<file path="config.mk">
export PLATFORM = sky130hd
export DESIGN_NAME = adc_duty_map_flat
export DESIGN_NICKNAME = d
export VERILOG_FILES = /design/src/rtl/adc_duty_map_if.sv /design/src/rtl/adc_duty_map.sv /design/src/flat_wrapper.sv
export SDC_FILE = /design/constraint.sdc
export NUM_CORES = 1
export LEC_CHECK = 0
export CORE_UTILIZATION = 55
export DETAILED_ROUTE_END_ITERATION = 10
export PLACE_DENSITY_LB_ADDON = 0.25
export SYNTH_ARGS = -nofsm -noshare
export SYNTH_HDL_FRONTEND = slang
export SYNTH_SLANG_ARGS = --single-unit
</file>
<file path="constraint.sdc">
create_clock -name clk -period 2.6 [get_ports clk]
set_input_delay 0.26 -clock clk [delete_from_list [all_inputs] [get_ports clk]]
set_output_delay 0.26 -clock clk [all_outputs]
set_load 0.1 [all_outputs]
</file>
<file path="src/rtl/adc_duty_map_if.sv">
`default_nettype none
// ============================================================================
// Module    : adc_duty_map_if
// Purpose   : Groups the sample handshake and duty-code outputs of
//             adc_duty_map into one bundle.
// Signals   : en            - block enable (master -> slave)
//             sample_data   - unsigned ADC result (master -> slave)
//             sample_valid  - sample_data holds a new result (master -> slave)
//             sample_ready  - block can take a sample (slave -> master)
//             duty_cycle    - 3-bit duty code (slave -> master)
//             duty_valid    - one-cycle update pulse (slave -> master)
// Revision  : 1.0 - initial release
// ============================================================================
interface adc_duty_map_if #(
  parameter int ADC_WIDTH = 12
);
  logic                 en;
  logic [ADC_WIDTH-1:0] sample_data;
  logic                 sample_valid;
  logic                 sample_ready;
  logic [2:0]           duty_cycle;
  logic                 duty_valid;

  modport master (
    output en,
    output sample_data,
    output sample_valid,
    input  sample_ready,
    input  duty_cycle,
    input  duty_valid
  );

  modport slave (
    input  en,
    input  sample_data,
    input  sample_valid,
    output sample_ready,
    output duty_cycle,
    output duty_valid
  );
endinterface
`default_nettype wire

</file>
<file path="src/rtl/adc_duty_map.sv">
`default_nettype none
// ============================================================================
// Module    : adc_duty_map
// Purpose   : Averages 2^AVG_LOG2 ADC samples and maps the top three bits of
//             the average onto a 3-bit PWM duty code.
// Ports     : clk    - system clock, rising edge
//             rst_n  - asynchronous active-low reset
//             bus    - adc_duty_map_if slave modport (en, sample handshake,
//                      duty_cycle / duty_valid outputs)
// Params    : ADC_WIDTH (>=4) sample width, AVG_LOG2 (1..6) log2 of the
//             averaging depth.
// Options   : ADC_DUTY_HYST_EN - when defined, one-step duty changes are
//             filtered by the bit just below the candidate code.
// Revision  : 1.0 - initial release
// ============================================================================
module adc_duty_map #(
  parameter int ADC_WIDTH = 12,
  parameter int AVG_LOG2  = 3
) (
  input  wire logic         clk,
  input  wire logic         rst_n,
  adc_duty_map_if.slave     bus
);

  localparam int ACC_W = ADC_WIDTH + AVG_LOG2;

  typedef enum logic [1:0] {
    ST_ACCUM  = 2'd0,
    ST_MAP    = 2'd1,
    ST_UPDATE = 2'd2
  } state_t;

  state_t               r_state;
  logic [ACC_W-1:0]     r_acc;
  logic [AVG_LOG2-1:0]  r_cnt;
  logic [2:0]           r_cand;
  logic [2:0]           r_duty;
  logic                 r_duty_valid;
  // Held low through reset and set on the first edge after release so that
  // sample_ready cannot assert while rst_n is still low.
  logic                 r_run;
  logic                 w_ready;
  logic                 w_accept;
  logic [2:0]           w_next_duty;

  assign w_ready  = r_run && bus.en && (r_state == ST_ACCUM);
  assign w_accept = w_ready && bus.sample_valid;

`ifdef ADC_DUTY_HYST_EN
  // avg[ADC_WIDTH-4]: tells whether the average sits in the upper or lower
  // half of the candidate's bin; a one-step move is only taken when the
  // average is already well inside the new bin.
  logic r_hbit;

  always_comb begin
    w_next_duty = r_cand;
    if (({1'b0, r_cand} == ({1'b0, r_duty} + 4'd1)) && !r_hbit) begin
      w_next_duty = r_duty;
    end else if ((({1'b0, r_cand} + 4'd1) == {1'b0, r_duty}) && r_hbit) begin
      w_next_duty = r_duty;
    end
  end
`else
  assign w_next_duty = r_cand;
`endif

  always_ff @(posedge clk or negedge rst_n) begin
    if (!rst_n) begin
      r_state      <= ST_ACCUM;
      r_acc        <= '0;
      r_cnt        <= '0;
      r_cand       <= 3'd0;
      r_duty       <= 3'd0;
      r_duty_valid <= 1'b0;
      r_run        <= 1'b0;
`ifdef ADC_DUTY_HYST_EN
      r_hbit       <= 1'b0;
`endif
    end else begin
      r_run        <= 1'b1;
      r_duty_valid <= 1'b0;
      if (!bus.en) begin
        // Abort: a partial average is dropped, duty code is held.
        r_state <= ST_ACCUM;
        r_acc   <= '0;
        r_cnt   <= '0;
      end else begin
        case (r_state)
          ST_ACCUM: begin
            if (w_accept) begin
              r_acc <= r_acc + ACC_W'(bus.sample_data);
              r_cnt <= r_cnt + AVG_LOG2'(1);
              // Counter all-ones means this is sample 2^AVG_LOG2.
              if (&r_cnt) begin
                r_state <= ST_MAP;
              end
            end
          end
          ST_MAP: begin
            // Top three bits of (acc >> AVG_LOG2) are the top three of acc.
            r_cand  <= r_acc[ACC_W-1 -: 3];
`ifdef ADC_DUTY_HYST_EN
            r_hbit  <= r_acc[ACC_W-4];
`endif
            r_state <= ST_UPDATE;
          end
          ST_UPDATE: begin
            r_duty       <= w_next_duty;
            r_duty_valid <= 1'b1;
            r_acc        <= '0;
            r_cnt        <= '0;
            r_state      <= ST_ACCUM;
          end
          default: begin
            r_state <= ST_ACCUM;
          end
        endcase
      end
    end
  end

  assign bus.sample_ready = w_ready;
  assign bus.duty_cycle   = r_duty;
  assign bus.duty_valid   = r_duty_valid;

endmodule
`default_nettype wire

</file>
<file path="src/flat_wrapper.sv">
// flat-port wrapper written by rule: the top's interface ports become plain ports
module adc_duty_map_flat 
#(
  parameter int ADC_WIDTH = 12,
  parameter int AVG_LOG2  = 3
)
  (clk, rst_n, bus_en, bus_sample_data, bus_sample_valid, bus_sample_ready, bus_duty_cycle, bus_duty_valid);
  adc_duty_map_if #(.ADC_WIDTH(ADC_WIDTH)) bus_i ();
  input  wire logic clk;
  input  wire logic rst_n;
  input wire logic [$bits(bus_i.en)-1:0] bus_en;
  input wire logic [$bits(bus_i.sample_data)-1:0] bus_sample_data;
  input wire logic [$bits(bus_i.sample_valid)-1:0] bus_sample_valid;
  output wire logic [$bits(bus_i.sample_ready)-1:0] bus_sample_ready;
  output wire logic [$bits(bus_i.duty_cycle)-1:0] bus_duty_cycle;
  output wire logic [$bits(bus_i.duty_valid)-1:0] bus_duty_valid;
  assign bus_i.en = bus_en;
  assign bus_i.sample_data = bus_sample_data;
  assign bus_i.sample_valid = bus_sample_valid;
  assign bus_sample_ready = bus_i.sample_ready;
  assign bus_duty_cycle = bus_i.duty_cycle;
  assign bus_duty_valid = bus_i.duty_valid;
  adc_duty_map #(.ADC_WIDTH(ADC_WIDTH), .AVG_LOG2(AVG_LOG2)) u_core (.clk(clk), .rst_n(rst_n), .bus(bus_i));
endmodule
</file>
After elaboration in Yosys (flattened, before gate mapping)
Index checks and enable logic that the tools add are counted.
{"block": "classes", "n_addsub": 2, "eq_ne": 5, "mux": 12, "reduce_logical": 9}
{"cell": "15-bit two-way mux", "n": 2}
{"cell": "15-bit one-hot mux with 2 select lines", "n": 1}
{"cell": "15-bit by 12-bit adder with 15-bit output", "n": 1}
{"cell": "2-bit AND reduction", "n": 4}
{"cell": "2-bit two-way mux", "n": 3}
{"cell": "3-bit two-way mux", "n": 2}
{"cell": "3-bit one-hot mux with 2 select lines", "n": 1}
{"cell": "2-bit one-hot mux with 2 select lines", "n": 1}
{"cell": "3-bit by 1-bit adder with 3-bit output, second input constant", "n": 1}
{"cell": "1-bit logical AND", "n": 3}
{"cell": "3-bit by 1-bit inequality test with 1-bit output, second input constant", "n": 1}
{"cell": "3-bit by 2-bit inequality test with 1-bit output, second input constant", "n": 1}
{"cell": "3-bit inequality test, second input constant", "n": 1}
{"cell": "3-bit AND reduction", "n": 1}
{"cell": "2-bit by 1-bit equality test with 1-bit output, second input constant", "n": 1}
{"cell": "2-bit equality test, second input constant", "n": 1}
{"cell": "2-bit logical NOT", "n": 1}
{"cell": "1-bit two-way mux", "n": 2}
{"block": "totals", "reg_bits": 28, "in_bits": 16, "output_inout_bits": 5, "wordCells": 35}

Logic depth before layout (Yosys ltp)
{"block": "depth", "depth_word": 6, "ltp_mapped": 7, "ltp_nobuf": 7}

Least setup slack after synthesis
No wires, ideal clock.
{"block": "synth_timing", "kind": "register to register", "from": "register u_core.r_acc[0]", "to": "register u_core.r_acc[12]", "setup_ns": 0.129, "arrival_time_ns": 2.040, "required_ns": 2.471, "setup_slack_ns": 0.431, "path_stages_with_launch": 8, "path_buffers": 0, "synth_period_minus_slack_ns": 2.169, "cell_sequence": "dfrtp_1 -> ha_1 -> fa_1 -> a211oi_1 -> o21ai_0 -> a2111oi_2 -> o41a_1 -> o21ai_0"}
{"block": "synth_between", "elab_chain_cells": 4}
{"item": "from (decl)", "line": "adc_duty_map.sv:34", "source": "logic [ACC_W-1:0] r_acc;"}
{"item": "from (signal assigned)", "line": "adc_duty_map.sv:91", "source": "r_acc <= r_acc + ACC_W'(bus.sample_data);"}
{"item": "15-bit by 12-bit adder with 15-bit output", "line": "adc_duty_map.sv:91"}
{"item": "15-bit two-way mux", "line": "adc_duty_map.sv:90", "source": "if (w_accept) begin"}
{"item": "15-bit one-hot mux with 2 select lines", "line": "adc_duty_map.sv:88", "source": "case (r_state)"}
{"item": "15-bit two-way mux", "line": "adc_duty_map.sv:82", "source": "if (!bus.en) begin"}
Every way passes these cells. The select of a mux whose other input is x is not followed.
A chain may end at the register's enable or synchronous reset.

Worst setup path after layout
{"block": "layout_timing", "from": "register u_core.r_acc[0]", "to": "register u_core.r_acc[14]"}
The elaborated chain is that of the path after synthesis.

==> run_results.csv <==
group,metric,value,unit
cts,cts.clk_slew.worst_paths,150,ps
logic_synthesis,async_flop_share,100.0,%
placement,place.port_buffers,20,
finish,final_net_count,219,
floorplanning,initial_core_utilization,59.27,%
power_and_ir_drop,share_comb_of_total_power,21.9,%
global_route,globalRouteOverflowTotal,0,
timing,fmax,419.3,MHz
power_and_ir_drop,p_total,957.8,uW
finish,fillers,224,
critical_path,path_max_fanout,2,
flow_run,number_of_maximum_capacitance_constraint_violations,0,
power_and_ir_drop,p_int,702.6,uW
logic_synthesis,ys_types,42,
floorplanning,rows,19,
timing,timing.final.crit_share,91.74,%
finish,insertedDiodeCount,0,
route,detail_route.iter0.violations,46,
logic_synthesis,post_synth_instance_area,1677,um2
floorplanning,die_x,57.21,um
critical_path,critPathCaptureType,"flop",
timing,tightestPinTransition,680.9,ps
route,route.detailed.vias_per_inst,6.193,
timing,fin_crit,2385,ps
logic_synthesis,synth-edff-count,0,
cts,cts_num_sinks,28,
logic_synthesis,post_syn_nets,196,
critical_path,ff2ff_path_depth,7,
route,drt-pass1-iter-count,8,
power_and_ir_drop,power.sequential.fraction,48.3,%
finish,flow.area_growth_from_synthesis,16.19,%
logic_synthesis,synth_top_area_cell,"sky130_fd_sc_hd__dfrtp_1",
logic_synthesis,synth_top_area_share,41.79,%
cts,ctsLongestPathBuffers,2,
power_and_ir_drop,pwr_density_cell,491.6,nW/um2
power_and_ir_drop,power.share.switching,26.65,%
finish,post_route_cells_drive_above_1_share,15.51,%
power_and_ir_drop,share_of_power_burned_in_the_clock_network,29.8,%
cts,clock_latency,340,ps
logic_synthesis,ys_seq_elements,28,
power_and_ir_drop,netSwitchingPower,255.2,uW
critical_path,worst_ep_arrival_time,2610,ps
timing,rsz_0062_raised_after_global_routing,"no",
critical_path,cp_data_required_time,2830,ps
logic_synthesis,postSynthAreaPerCell,10.16,um2
logic_synthesis,yosys_warn_count,0,
logic_synthesis,synth_ff_type,"sky130_fd_sc_hd__dfrtp_1",
global_route,globalRouteTotalUtil,22.55,%
cts,numCtsBuffers,3,
timing,finalSetupViolCount,0,
cts,cts_tree,"yes",
min_path,hold_path_class,"input pin to async pin",
global_route,grt_pass1_wl,5692,um
cts,ctsHoldBuffers,0,
floorplanning,top_level_ports,21,
critical_path,worst_path_cell_with_the_longest_stage_delay,"sky130_fd_sc_hd__dfrtp_1",
floorplanning,placeableCoreArea,2829,um2
placement,gp_routability_congestion,0.9198,
floorplanning,die_height,57.21,um
timing,finalClockSkew,7.045,ps
critical_path,slowest_delay,430,ps
timing,drv_slew,0,
global_route,number_of_antenna_violations_at_the_first_check_in_global_routing,0,
global_route,first_global_vias,1289,
route,wire_per_inst,14.75,um
global_route,grt_start_max_net_pins,29,
timing,slew-limit-headroom,54.61,%
logic_synthesis,synthTopCellsByArea,"sky130_fd_sc_hd__dfrtp_1, sky130_fd_sc_hd__ha_1, sky130_fd_sc_hd__o21ai_0",
route,dr_total_vias,1350,
cts,cts.repair.resized,0,
run_status,violations,"design-rule violations",
run_status,status,"finished with violations",
critical_path,path_cells,"ha_1 -> fa_1 -> a211oi_1 -> o21ai_0 -> a2111oi_2 -> nor2_1 -> mux2i_1",
logic_synthesis,synthesis.instances,165,
floorplanning,die_area,3273,um2
timing,final-hold-violation-count,0,
power_and_ir_drop,ir_worst_vdd,286.3,uV
route,drc_violation_count_after_routing,2,
route,postRouteAntennaNets,0,
cts,cts.root.buffer_cell,"sky130_fd_sc_hd__clkbuf_4",
critical_path,worst_setup_path_start_kind,"flop",
placement,hpwl,2385,um
power_and_ir_drop,power_leakage,0.0009490,uW
cts,clock_tree.htree_level_count,1,
cts,cts_setup_buffers,0,
logic_synthesis,seq_area_frac_synth,41.79,%
critical_path,crit_type,"flop to flop",
finish,finalCoreUtilization,68.86,%
route,route.final.wire_length,3216,um
-- critical path: cells and delay by family, from the launching register on --
family          cells  cell delay, ps
compound gates      3             970
fa+ha+maj           2             610
flops               1             430
mux                 1             140
simple gates        1             140
-- path summary, 6_finish.rpt --
kind,startpoint,slack [ps],to
worst max-delay path,u_core.r_acc[0],210,u_core.r_acc[14]
max in group asynchronous,rst_n,2050,u_core.r_acc[6]
worst max register to register,u_core.r_acc[0],210,u_core.r_acc[14]
min in group clk,u_core.r_acc[11],510,u_core.r_acc[11]
worst min register to register,u_core.r_acc[11],510,u_core.r_acc[11]
worst min-delay path,rst_n,290,u_core.r_cand[0]
-- cell usage in the layout (no fill, tap or decap), drive strengths merged, types with 2 or more instances in the layout --
master	instances
xnor2	4
xor2	3
nand2	21
nor3	3
mux2	6
clkdlybuf4s50	15
ha	14
a21o	7
nand3	2
nor2	6
o21a	3
a211oi	3
o21ai	16
clkbuf	3
nand4	3
o31ai	3
inv	3
a22o	4
dfrtp	28
nand3b	2
buf	7
a21oi	11
-- registers in the layout (all words and copies together) (netlist names) --
name and cells:
u_core.r_cand 3, u_core.r_acc 15, u_core.r_run 1, u_core.bus.duty_valid 1
u_core.r_state 2, u_core.r_cnt 3, u_core.bus.duty_cycle 3
-- per-layer routing --
| layer | track usage (%) | routed length (um) | vias up |
|---|---|---|---|
| met1 | 29.14 | 1456 | 661 |
| met2 | 39.50 | 1608 | 26 |
| li1 | - | - | 658 |
| met5 | 0 | 0 | - |
| met3 | 2.721 | 106 | 5 |
| met4 | 7.317 | 44 | 0 |
-- power groups by stage --
stage / Clock [uW] / Sequential [uW] / Combinational, uW
after detailed placement: 0 / 470 / 207
final: 286 / 462 / 210
after CTS: 293 / 462 / 209
after global placement: 0 / 469 / 202
after global routing: 306 / 465 / 236
after floorplan: 0 / 468 / 146
-- through the flow --
| step | cell area [um2] | hold slack, ps | setup TNS (ps) | setup slack (ps) | cells |
|---|---|---|---|---|---|
| detailed placement | 1896 | 477.6 | -98.53 | -54.71 | 214 |
| global placement | 1896 | 467.7 | 0 | 46.30 | 214 |
| CTS | 1948 | 287.8 | 0 | 211.1 | 218 |
| global route | 1948 | 315.8 | 0 | 0.7880 | 218 |
| finish | 1948 | 285.1 | 0 | 214.9 | 218 |
| floorplan | 1677 | -35.59 | 0 | 431.4 | 165 |
-- cell type report --
class	count	area (um2)	share of cell area (%)
clock buffers	3	22.52	1.156
well taps	31	38.79	1.991
inverters	3	11.26	0.5780
flip-flops and latches	28	700.7	35.97
clock inverters	1	30.03	1.541
multi-input cells	130	942.2	48.36
repair buffers	22	202.7	10.40
-- logic make-up after synthesis --
| kind of cell | synth area share (%) |
|---|---|
| AOI/OAI and AO/OA | 23.21 |
| and+or+nand+nor | 12.84 |
| DFF | 41.79 |
| adders and majority gates | 11.64 |
| xor gates and xnor gates | 3.657 |
| muxes | 4.627 |
| buffers and inverters | 2.015 |
| other | 0.2237 |
-- synthesized netlist by cell type (4+ instances only) --
cell and n:
sky130_fd_sc_hd__nand2_1 21, sky130_fd_sc_hd__mux2_2 6, sky130_fd_sc_hd__a22o_2 4, sky130_fd_sc_hd__a21o_1 6
sky130_fd_sc_hd__nor2_1 6, sky130_fd_sc_hd__ha_1 14, sky130_fd_sc_hd__dfrtp_1 28, sky130_fd_sc_hd__o21ai_0 16
sky130_fd_sc_hd__a21oi_1 10, sky130_fd_sc_hd__xnor2_1 4
(Power assumes the default switching activity.)
